## config.mk

```make
export PLATFORM = sky130hd
export DESIGN_NAME = acc_cluster_ctrl
export DESIGN_NICKNAME = d
export VERILOG_FILES = /design/src/rtl/acc_cluster_ctrl.sv
export SDC_FILE = /design/constraint.sdc
export NUM_CORES = 1
export LEC_CHECK = 0
export BUFFER_PORTS_ARGS = -buffer_cell sky130_fd_sc_hd__buf_2
export CORE_AREA = 2 2 143 145
export DETAILED_ROUTE_END_ITERATION = 10
export DIE_AREA = 0 0 145 147
export PLACE_DENSITY = 0.46
export SLEW_MARGIN = 20
export SYNTH_ARGS = -nofsm -noshare
export SYNTH_HDL_FRONTEND = slang
export SYNTH_SLANG_ARGS = --single-unit
```

## constraint.sdc

```tcl
create_clock -name clk -period 2.91 [get_ports clk]
set_input_delay 0.1455 -clock clk [delete_from_list [all_inputs] [get_ports clk]]
set_output_delay 0.1455 -clock clk [all_outputs]
set_load 0.1 [all_outputs]
```

## src/rtl/acc_cluster_ctrl.sv

```systemverilog
// acc_cluster_ctrl: accelerator lane hub. Round-robin arbitration of N_CH lanes
// onto memory port A, start fan-out, finish merge, run-cycle counter and watchdog.
module acc_cluster_ctrl #(
    parameter int N_CH    = 4,
    parameter int ADDR_W  = 16,
    parameter int DATA_W  = 32,
    parameter int CNT_W   = 32,
    parameter int TIMEOUT = 0
) (
    input  logic                     clk,
    input  logic                     rst,
    input  logic                     start,
    input  logic [N_CH-1:0]          ch_req,
    input  logic [N_CH-1:0]          ch_we,
    input  logic [N_CH*ADDR_W-1:0]   ch_addr,
    input  logic [N_CH*DATA_W-1:0]   ch_dw,
    output logic [N_CH-1:0]          ch_gnt,
    output logic [N_CH-1:0]          ch_rvalid,
    output logic [DATA_W-1:0]        ch_dr,
    output logic [N_CH-1:0]          ch_start,
    input  logic [N_CH-1:0]          ch_finish,
    output logic                     mem_en,
    output logic                     mem_we,
    output logic [ADDR_W-1:0]        mem_addr,
    output logic [DATA_W-1:0]        mem_dw,
    input  logic [DATA_W-1:0]        mem_dr,
    output logic                     finish,
    output logic                     err,
    output logic [CNT_W-1:0]         cycles
);

    localparam int PTR_W = (N_CH > 1) ? $clog2(N_CH) : 1;
    localparam logic [CNT_W-1:0] TO_LAST = CNT_W'(TIMEOUT - 1);

    typedef enum logic [1:0] {IDLE, RUN, DONE, ERR} state_t;

    state_t             state_q, state_d;
    logic [PTR_W-1:0]   rr_q, rr_d;
    logic [PTR_W-1:0]   win;
    logic [PTR_W-1:0]   idx_p;
    int unsigned        idx;
    logic               found;
    logic [N_CH-1:0]    done_q;
    logic [N_CH-1:0]    rvalid_q;
    logic               start_q;
    logic               start_rise;
    logic [CNT_W-1:0]   cycles_q;

    assign start_rise = start & ~start_q;
    assign ch_rvalid  = rvalid_q;
    assign ch_dr      = mem_dr;
    assign cycles     = cycles_q;

    // Cyclic search for the first requester at or after the pointer; the winner drives port A.
    always_comb begin
        found    = 1'b0;
        win      = '0;
        idx      = 0;
        idx_p    = '0;
        rr_d     = rr_q;
        ch_gnt   = '0;
        mem_en   = 1'b0;
        mem_we   = 1'b0;
        mem_addr = '0;
        mem_dw   = '0;
        for (int unsigned k = 0; k < N_CH; k++) begin
            idx   = (32'(rr_q) + k) % N_CH;
            idx_p = PTR_W'(idx);
            if (!found && ch_req[idx_p]) begin
                found = 1'b1;
                win   = idx_p;
            end
        end
        // No grant is issued while reset is asserted.
        if (found && rst) begin
            ch_gnt[win] = 1'b1;
            mem_en      = 1'b1;
            mem_we      = ch_we[win];
            mem_addr    = ch_addr[win*ADDR_W +: ADDR_W];
            mem_dw      = ch_dw[win*DATA_W +: DATA_W];
            rr_d        = (win == PTR_W'(N_CH - 1)) ? '0 : win + PTR_W'(1);
        end
    end

    // Pointer, start-edge register and one-cycle read-valid pipeline.
    always_ff @(posedge clk) begin
        if (!rst) begin
            rr_q     <= '0;
            start_q  <= 1'b0;
            rvalid_q <= '0;
        end else begin
            rr_q     <= rr_d;
            start_q  <= start;
            rvalid_q <= (mem_en && !mem_we) ? ch_gnt : '0;
        end
    end

    // Sequencer next-state and state-decoded outputs.
    always_comb begin
        state_d  = state_q;
        ch_start = '0;
        finish   = 1'b0;
        err      = 1'b0;
        case (state_q)
            IDLE, DONE, ERR: begin
                if (start_rise) state_d = RUN;
            end
            RUN: begin
                // Completion is checked first so it wins over a simultaneous timeout.
                if (&done_q) begin
                    state_d = DONE;
                end else if (TIMEOUT != 0 && cycles_q == TO_LAST) begin
                    state_d = ERR;
                end
            end
            default: state_d = IDLE;
        endcase
        ch_start = (state_q == RUN) ? '1 : '0;
        finish   = (state_q == DONE);
        err      = (state_q == ERR);
    end

    // Sequencer state, sticky done flags and saturating run-cycle counter.
    always_ff @(posedge clk) begin
        if (!rst) begin
            state_q  <= IDLE;
            done_q   <= '0;
            cycles_q <= '0;
        end else begin
            state_q <= state_d;
            if (state_q != RUN && state_d == RUN) begin
                done_q   <= '0;
                cycles_q <= '0;
            end else if (state_q == RUN) begin
                done_q <= done_q | ch_finish;
                if (cycles_q != '1) cycles_q <= cycles_q + CNT_W'(1);
            end
        end
    end

endmodule

```

# Word-level counts from Yosys, hierarchy flattened
# Index checks and enable logic that the tools add are counted.
[word_totals]
reg_bits = 45
inputBits = 239
out_inout_bits = 128
word_cells = 77
[classes]
addsub = 5
magnitude_cmp = 6
n_eq_ne = 7
n_shift = 2
muxes = 30
bitwise_logic = 4
n_reduce_logical = 17
[op_table]
columns = ["operator", "n"]
rows = [
  ["128-bit by 8-bit variable part select with 32-bit output", 1],
  ["64-bit by 7-bit variable part select with 16-bit output", 1],
  ["32-bit by 1-bit adder with 32-bit output, second input constant", 1],
  ["32-bit 2-to-1 mux", 1],
  ["32-bit != test, second input constant", 1],
  ["16-bit 2-to-1 mux", 1],
  ["2-bit by 3-bit < comparator with 1-bit output, second input constant", 5],
  ["2-bit 2-to-1 mux", 7],
  ["1-bit 2-to-1 mux", 12],
  ["1-bit binary-select mux with 2-bit select", 5],
  ["4-bit 2-to-1 mux", 2],
  ["1-bit logical AND", 7],
  ["2-bit equality test, second input constant", 3],
  ["2-bit by 1-bit adder with 2-bit output, second input constant", 2],
  ["2-bit adder, second input constant", 2],
  ["2-bit by 1-bit equality test with 1-bit output, second input constant", 2],
  ["1-bit zero test", 4],
  ["4-bit bitwise OR", 1],
  ["2-bit one-hot mux with 2 select lines", 1],
  ["2-bit AND reduction", 2],
  ["4-bit AND reduction", 1],
  ["3-bit OR reduction", 1],
  ["1-bit demux with 2-bit select", 1],
  ["2-bit by 1-bit greater-or-equal comparator with 1-bit output, second input constant", 1],
  ["5 further kinds", 6],
]

# Logic depth before layout (Yosys ltp)
# Gate-level depths: netlist of the first run.
[logic_depth]
ltp_word = 18
ltp_mapped = 9
ltp_nobuf = 7

# Worst setup path before layout of the first run
# OpenSTA, ideal clock, no wires.
[synth_path]
kind = "reg-to-output"
start = "register rr_q[0]"
end = "output port mem_addr[0]"
arrival_time_ns = 3.940
required_time_ns = 2.765
path_slack_ns = -1.176
stages_incl_launch_ff = 9
path_cell_list = "dfxtp_1 > nor2b_1 > o21bai_1 > and2_1 > buf_2 > buf_2 > clkbuf_1 > nand2_1 > a311oi_1"
[synth_via]
elab_chain_len = 14
[synth_lines]
columns = ["item", "line_no", "rtl"]
rows = [
  ["from (decl)", "38", "logic [PTR_W-1:0] rr_q, rr_d;"],
  ["from (signal assigned)", "92", "rr_q <= rr_d;"],
  ["branches (longest 13 deep; another with 2-bit by 1-bit adder with 2-bit output)", "-", ""],
  ["16-bit 2-to-1 mux *", "75", "if (found && rst) begin"],
  ["to (decl)", "24", "output logic [ADDR_W-1:0] mem_addr,"],
]
# Every way passes the cells marked *. The select of a mux whose other input is x is not followed.

# Worst setup path in the final report of the first run
[layout_path]
start = "register rr_q[1]"
end = "output port mem_dw[2]"
[layout_via]
elab_chain_len = 14
[layout_lines]
columns = ["item", "line_no", "rtl"]
rows = [
  ["branches (longest 13 deep; another with 2-bit by 1-bit adder with 2-bit output)", "-", ""],
  ["32-bit 2-to-1 mux *", "75", ""],
  ["to (decl)", "25", "output logic [DATA_W-1:0] mem_dw,"],
]
# Marked as above.

==> results of run 1 <==
through the flow:
stage	total power, mW	hold WS, ns	area, µm²	TNS [ns]	util, %
global placement	3.13	0.292	6600	0	33.2
finish	3.65	0.0812	6750	0	34.0
detailed placement	3.13	0.292	6600	0	33.2
floorplan	2.66	0.273	4700	-8.88	-
global route	3.81	0.102	6740	0	34.0
CTS	3.69	0.0795	6740	0	34.0
state kept, by name (all words and copies together) (netlist names):
name and flops:
cycles 32, ch_rvalid 4, done_q 4, rr_q 2
state_q 2, start_q 1
placed cells by master, fill, tap and decap left out, types with 4 or more instances in the layout:
cell / Yosys / routed
xnor2_1: 5 / 5
dfxtp_1: 45 / 43
buf_4: 36 / 19
nand3_1: 10 / 10
o21ai_0: 11 / 11
nor2_1: 19 / 19
nand2_1: 116 / 115
buf_12: 0 / 22
and2_1: 5 / 4
or4_1: 10 / 10
nand2b_1: 5 / 5
ha_1: 5 / 5
a21oi_1: 27 / 27
or3_1: 12 / 12
nand4_1: 12 / 12
nor2b_1: 5 / 5
a311oi_2: 0 / 30
inv_1: 5 / 5
o31ai_1: 5 / 5
clkbuf_16: 0 / 5
o21ai_1: 6 / 5
buf_2: 11 / 285
a21boi_0: 4 / 4
a311oi_4: 0 / 18
a211oi_1: 50 / 50
and3_1: 59 / 59
layout make-up:
type / instances / area, µm² / share of cell area (%)
inverters: 8 / 33.8 / 0.501
well taps: 270 / 338 / 5.01
repair buffers: 326 / 2010 / 29.8
multi-input cells: 452 / 3310 / 49.1
clock buffers: 7 / 133 / 1.97
diodes: 3 / 7.51 / 0.111
clock inverters: 1 / 7.51 / 0.111
flip-flops and latches: 45 / 903 / 13.4
where the power goes:
group          switching (mW)  internal [mW]  leakage, nW
Sequential             0.0116          0.632        0.365
Combinational            1.76          0.690         2.60
Clock                   0.233          0.319       0.0641
cell usage after synthesis, types with 3 or more instances:
library cell	number
or3_1	12
buf_4	36
nor2b_1	5
dfxtp_1	45
inv_2	3
a21oi_1	27
xnor2_1	5
a211oi_1	50
o21ai_0	11
a311oi_1	49
nand2_1	116
nand3_1	10
and2_1	5
and3_1	59
clkbuf_1	36
o31ai_1	5
a21boi_0	4
a31oi_1	3
nor4_1	3
nand2b_1	5
o21ai_1	6
ha_1	5
inv_1	5
buf_2	11
or4_1	10
mux2i_1	3
nor2_1	19
nand4_1	12
and4_1	3
critical path, delay by kind of cell, from the launching register on:
family | cells | cell delay, ns
buffers and inverters | 3 | 0.78
AO/OA/AOI/OAI | 2 | 0.66
AND/OR/NAND/NOR | 3 | 0.42
flip-flops | 1 | 0.40
metal layers:
metal | vias to the layer above | wire length, µm | GRT usage, % | part of all wire [%]
met4 | 6 | 289 | 4.65 | 1.4
met3 | 28 | 1240 | 4.57 | 6.0
met2 | 211 | 10700 | 33.0 | 52
met5 | - | 38 | 0 | 0.18
li1 | 2700 | - | - | -
met1 | 2578 | 8440 | 22.1 | 41
final timing paths:
path / endpoint / from / cells past startpoint / slack, ns
worst max-delay path: mem_dw[2] / rr_q[1] / 8 / 0.17
worst min-delay path: done_q[1] / ch_finish[1] / 3 / 0.08
worst max register to register: cycles[14] / cycles[0] / 6 / 0.61
worst min register to register: done_q[3] / done_q[3] / 2 / 0.47
logic make-up after synthesis:
| group | Yosys count | synth area share, % |
|---|---|---|
| buffers and inverters | 93 | 12.1 |
| adders and majority gates | 5 | 1.49 |
| muxes | 3 | 0.716 |
| and+or+nand+nor | 269 | 33.5 |
| AOI/OAI and AO/OA | 170 | 29.7 |
| DFF | 45 | 21.5 |
| xor gates and xnor gates | 5 | 1.04 |
==> impl_metrics.json, run 1 <==
{
  "cp_cell_sequence": "nand2_1 > a221o_1 > and2_2 > clkinv_2 > buf_12 > nand2_1 > a311oi_4 > buf_2",
  "yosys_register_bits": 45,
  "p_per_area_mw_per_mm2": 541,
  "fin_nets": 1082,
  "viasPerCell": 4.97,
  "min_period_over_period_pct": 94.0,
  "synth-edff-count": 0,
  "wl_per_cell_um": 18.6,
  "dr.pass1.iters": 6,
  "antenna_found_initial": 11,
  "synthTopCellsByArea": "dfxtp_1 21%, nand2_1 10%, a311oi_1 10%, a211oi_1 9.0%, and3_1 8.8%",
  "async_reset_ff_share_pct": 0,
  "synth_top_area_cell": "dfxtp_1",
  "first_iter_violations": 176,
  "place_inst": 1101,
  "skew_ns": 0.00773,
  "ir_drop_v": 0.000362,
  "syn_area_mm2": 0.00419,
  "num_io_pins": 367,
  "insertion_delay_ns": 0.28,
  "holdBufCountCts": 0,
  "worstPathRequired_ns": 2.76,
  "hold_viol_final": 0,
  "drc_errors": 0,
  "fillCellCount": 2132,
  "cts-htree-levels": 2,
  "worstSetupPathType": "flop to primary output",
  "grt_start_max_net_pins": 59,
  "maxCapViolations": 0,
  "syn_to_final_growth_pct": 60.9,
  "crit_slowest_cell": "buf_2",
  "place_ws_ns": 0.457,
  "stdcell_count": 1112,
  "rows": 52,
  "final.setup.worst_slack_ns": 0.174,
  "syn_area_per_cell_um2": 7.11,
  "ant_nets": 0,
  "die_area_mm2": 0.0213,
  "yosys.area.top_type_share_pct": 21.5,
  "endpoint_kind": "primary output",
  "p_leak_nw": 3.03,
  "core-area_mm2": 0.0198,
  "ys_warn_count": 0,
  "max_freq_ghz": 0.366,
  "gp_congestion": 0.781,
  "worstPathMaxFanout": 58,
  "grt_usage_pct": 18.4,
  "cts_sinks": 45,
  "startpoint_type": "flop",
  "finalSetupViolations": 0,
  "max_stage_delay_ns": 0.48,
  "slew_violations": 0,
  "grt_pass1_vias": 5353,
  "synth_flop_cell": "dfxtp_1",
  "port_buffers": 302,
  "numCtsBuffers": 5,
  "clkTransAtPathRegs_ns": 0.06,
  "fp.dieH_um": 147,
  "dpl.hpwl_um": 16800,
  "tightest_slew_ns": 0.644,
  "drive_above_1_share_pct": 47.3,
  "dieWidth_um": 145,
  "cts_buffer_depth": 2,
  "start_util_pct": 21.1,
  "grt_pass1_wl_um": 31200,
  "num_vias": 5523,
  "hold_class": "primary input to flop",
  "critPathArrivalTime_ns": 2.59,
  "seq_area_frac_synth_pct": 21.5,
  "synth_cell_type_count": 52,
  "postCtsSetupRepairBufs": 0,
  "status": "finished, final reports clean",
  "grt_setup_unrepaired": "false",
  "slew_headroom_pct": 57.0,
  "cts_resized": 0,
  "grt_overflow": 0,
  "cpMostUsedCell": "nand2_1",
  "routed_wl_um": 20700,
  "cts_tree": "built",
  "cts.root.buffer_cell": "clkbuf_16",
  "fin_crit_ns": 2.74,
  "syn-num-nets": 834,
  "syn_inst": 590
}
(Power assumes the default switching activity.)
==> run 2, diff against run 1 <==
--- a/config.mk
+++ b/config.mk
@@ -9,6 +9,7 @@
 export CORE_AREA = 2 2 143 145
 export DETAILED_ROUTE_END_ITERATION = 10
 export DIE_AREA = 0 0 145 147
+export MAX_ROUTING_LAYER = met4
 export PLACE_DENSITY = 0.46
 export SLEW_MARGIN = 20
 export SYNTH_ARGS = -nofsm -noshare
==> impl_metrics.json, run 2 (synthesis gave the netlist of run 1 again) <==
{
  "status": "finished, final reports clean",
  "stdcell_count": 1117,
  "sw_frac_of_total_pct": 55.0,
  "dpl.hpwl_um": 16800,
  "worstSetupPathType": "flop to primary output",
  "p_leak_nw": 3.03,
  "num_io_pins": 367,
  "hold_viol_final": 0,
  "grt_pass1_wl_um": 31200,
  "cts_resized": 0,
  "internal-power_mw": 1.64,
  "layout_commonest_cell": "buf_2",
  "ant_nets": 0,
  "place_ws_ns": 0.457,
  "p_clk_share_pct": 15.2,
  "grt_pass1_vias": 5370,
  "drc_errors": 0,
  "syn_to_final_growth_pct": 61.2,
  "die_area_mm2": 0.0213,
  "numCtsBuffers": 5,
  "dieWidth_um": 145,
  "routed_wl_um": 20700,
  "first_iter_violations": 193,
  "cts_tree": "built",
  "drive_above_1_share_pct": 47.3,
  "min_period_over_period_pct": 93.9,
  "grt_overflow": 0,
  "grt_setup_unrepaired": "false",
  "place_inst": 1101,
  "tightest_slew_ns": 0.661,
  "gp_congestion": 0.792,
  "p_per_area_mw_per_mm2": 540,
  "startpoint_type": "flop",
  "fp.dieH_um": 147,
  "insertion_delay_ns": 0.29,
  "largest_reg_flops": 32,
  "p_comb_share_pct": 67.2,
  "finalSetupViolations": 0,
  "core-area_mm2": 0.0198,
  "cts-htree-levels": 2,
  "rows": 52,
  "fin_util_pct": 34.1,
  "hold_class": "primary input to flop",
  "skew_ns": 0.00911,
  "maxCapViolations": 0,
  "fin_crit_ns": 2.73,
  "cpMostUsedCell": "nand2_1",
  "dr.pass1.iters": 4,
  "crit_slowest_cell": "buf_2",
  "endpoint_kind": "primary output",
  "slew_violations": 0,
  "fin_nets": 1082,
  "grt_start_max_net_pins": 59,
  "ir_drop_v": 0.000362,
  "antenna_found_initial": 11,
  "p_sw_mw": 2.01,
  "wl_per_cell_um": 18.5,
  "cts.root.buffer_cell": "clkbuf_16",
  "holdBufCountCts": 0,
  "cts_buffer_depth": 2,
  "mostFrequentLayoutCells": "285 x buf_2, 115 x nand2_1, 59 x and3_1",
  "max_freq_ghz": 0.366,
  "postCtsSetupRepairBufs": 0,
  "max_stage_delay_ns": 0.48,
  "port_buffers": 302,
  "worstPathMaxFanout": 58,
  "num_vias": 5517,
  "final.setup.worst_slack_ns": 0.177,
  "cp_cell_sequence": "nand2_1 > a221o_1 > and2_2 > clkinv_2 > buf_12 > nand2_1 > a311oi_4 > buf_2",
  "start_util_pct": 21.1,
  "worstPathRequired_ns": 2.76,
  "clkTransAtPathRegs_ns": 0.06,
  "seqPwrFrac_pct": 17.6,
  "slew_headroom_pct": 55.9,
  "viasPerCell": 4.94,
  "grt_usage_pct": 19.0,
  "critPathArrivalTime_ns": 2.59,
  "cts_sinks": 45,
  "finalPower_mw": 3.65
}
-- run 2: power by group through the flow --
stage	logic, mW	registers (mW)	clock network (mW)
after global routing	2.57	0.645	0.597
after CTS	2.48	0.643	0.569
final	2.45	0.643	0.553
after detailed placement	2.47	0.657	0
after floorplan	1.96	0.699	0
after global placement	2.48	0.657	0
-- run 2: cell type report --
class / instances / area [µm²]
fillers: 2130 / 13100
clock buffers: 7 / 133
diodes: 8 / 20.0
repair buffers: 326 / 2010
multi-input cells: 452 / 3310
clock inverters: 1 / 7.51
well taps: 270 / 338
flip-flops and latches: 45 / 903
inverters: 8 / 33.8
-- run 2: per-stage QoR --
stage          hold slack, ns  TNS [ns]  cell area (µm²)
5_1_grt                 0.102         0             6760
3_5_place_dp            0.292         0             6600
2_1_floorplan           0.273     -8.88             4700
6_report               0.0822         0             6760
4_1_cts                0.0795         0             6740
3_3_place_gp            0.292         0             6600
-- run 2: critical path: cells and delay by family, from the launching register on --
kind / cells / cell delay [ns]
flip-flops: 1 / 0.40
AND/OR/NAND/NOR: 3 / 0.42
AO/OA/AOI/OAI: 2 / 0.66
buffers and inverters: 3 / 0.77
-- run 2: worst paths after layout --
kind	start	end	slack, ns	cells past startpoint
worst min register to register	done_q[3]	done_q[3]	0.47	2
worst max-delay path	rr_q[1]	mem_dw[2]	0.18	8
worst min-delay path	ch_finish[1]	done_q[1]	0.08	3
worst max register to register	cycles[0]	cycles[14]	0.61	6
-- run 2: routing by layer --
metal	part of all wire, %	vias up	routed length, µm	track usage, %
met5	0	-	0	-
met4	1.3	0	269	4.65
met3	5.4	20	1110	4.38
met2	52	205	10700	33.1
met1	41	2586	8550	22.1
li1	-	2706	-	-
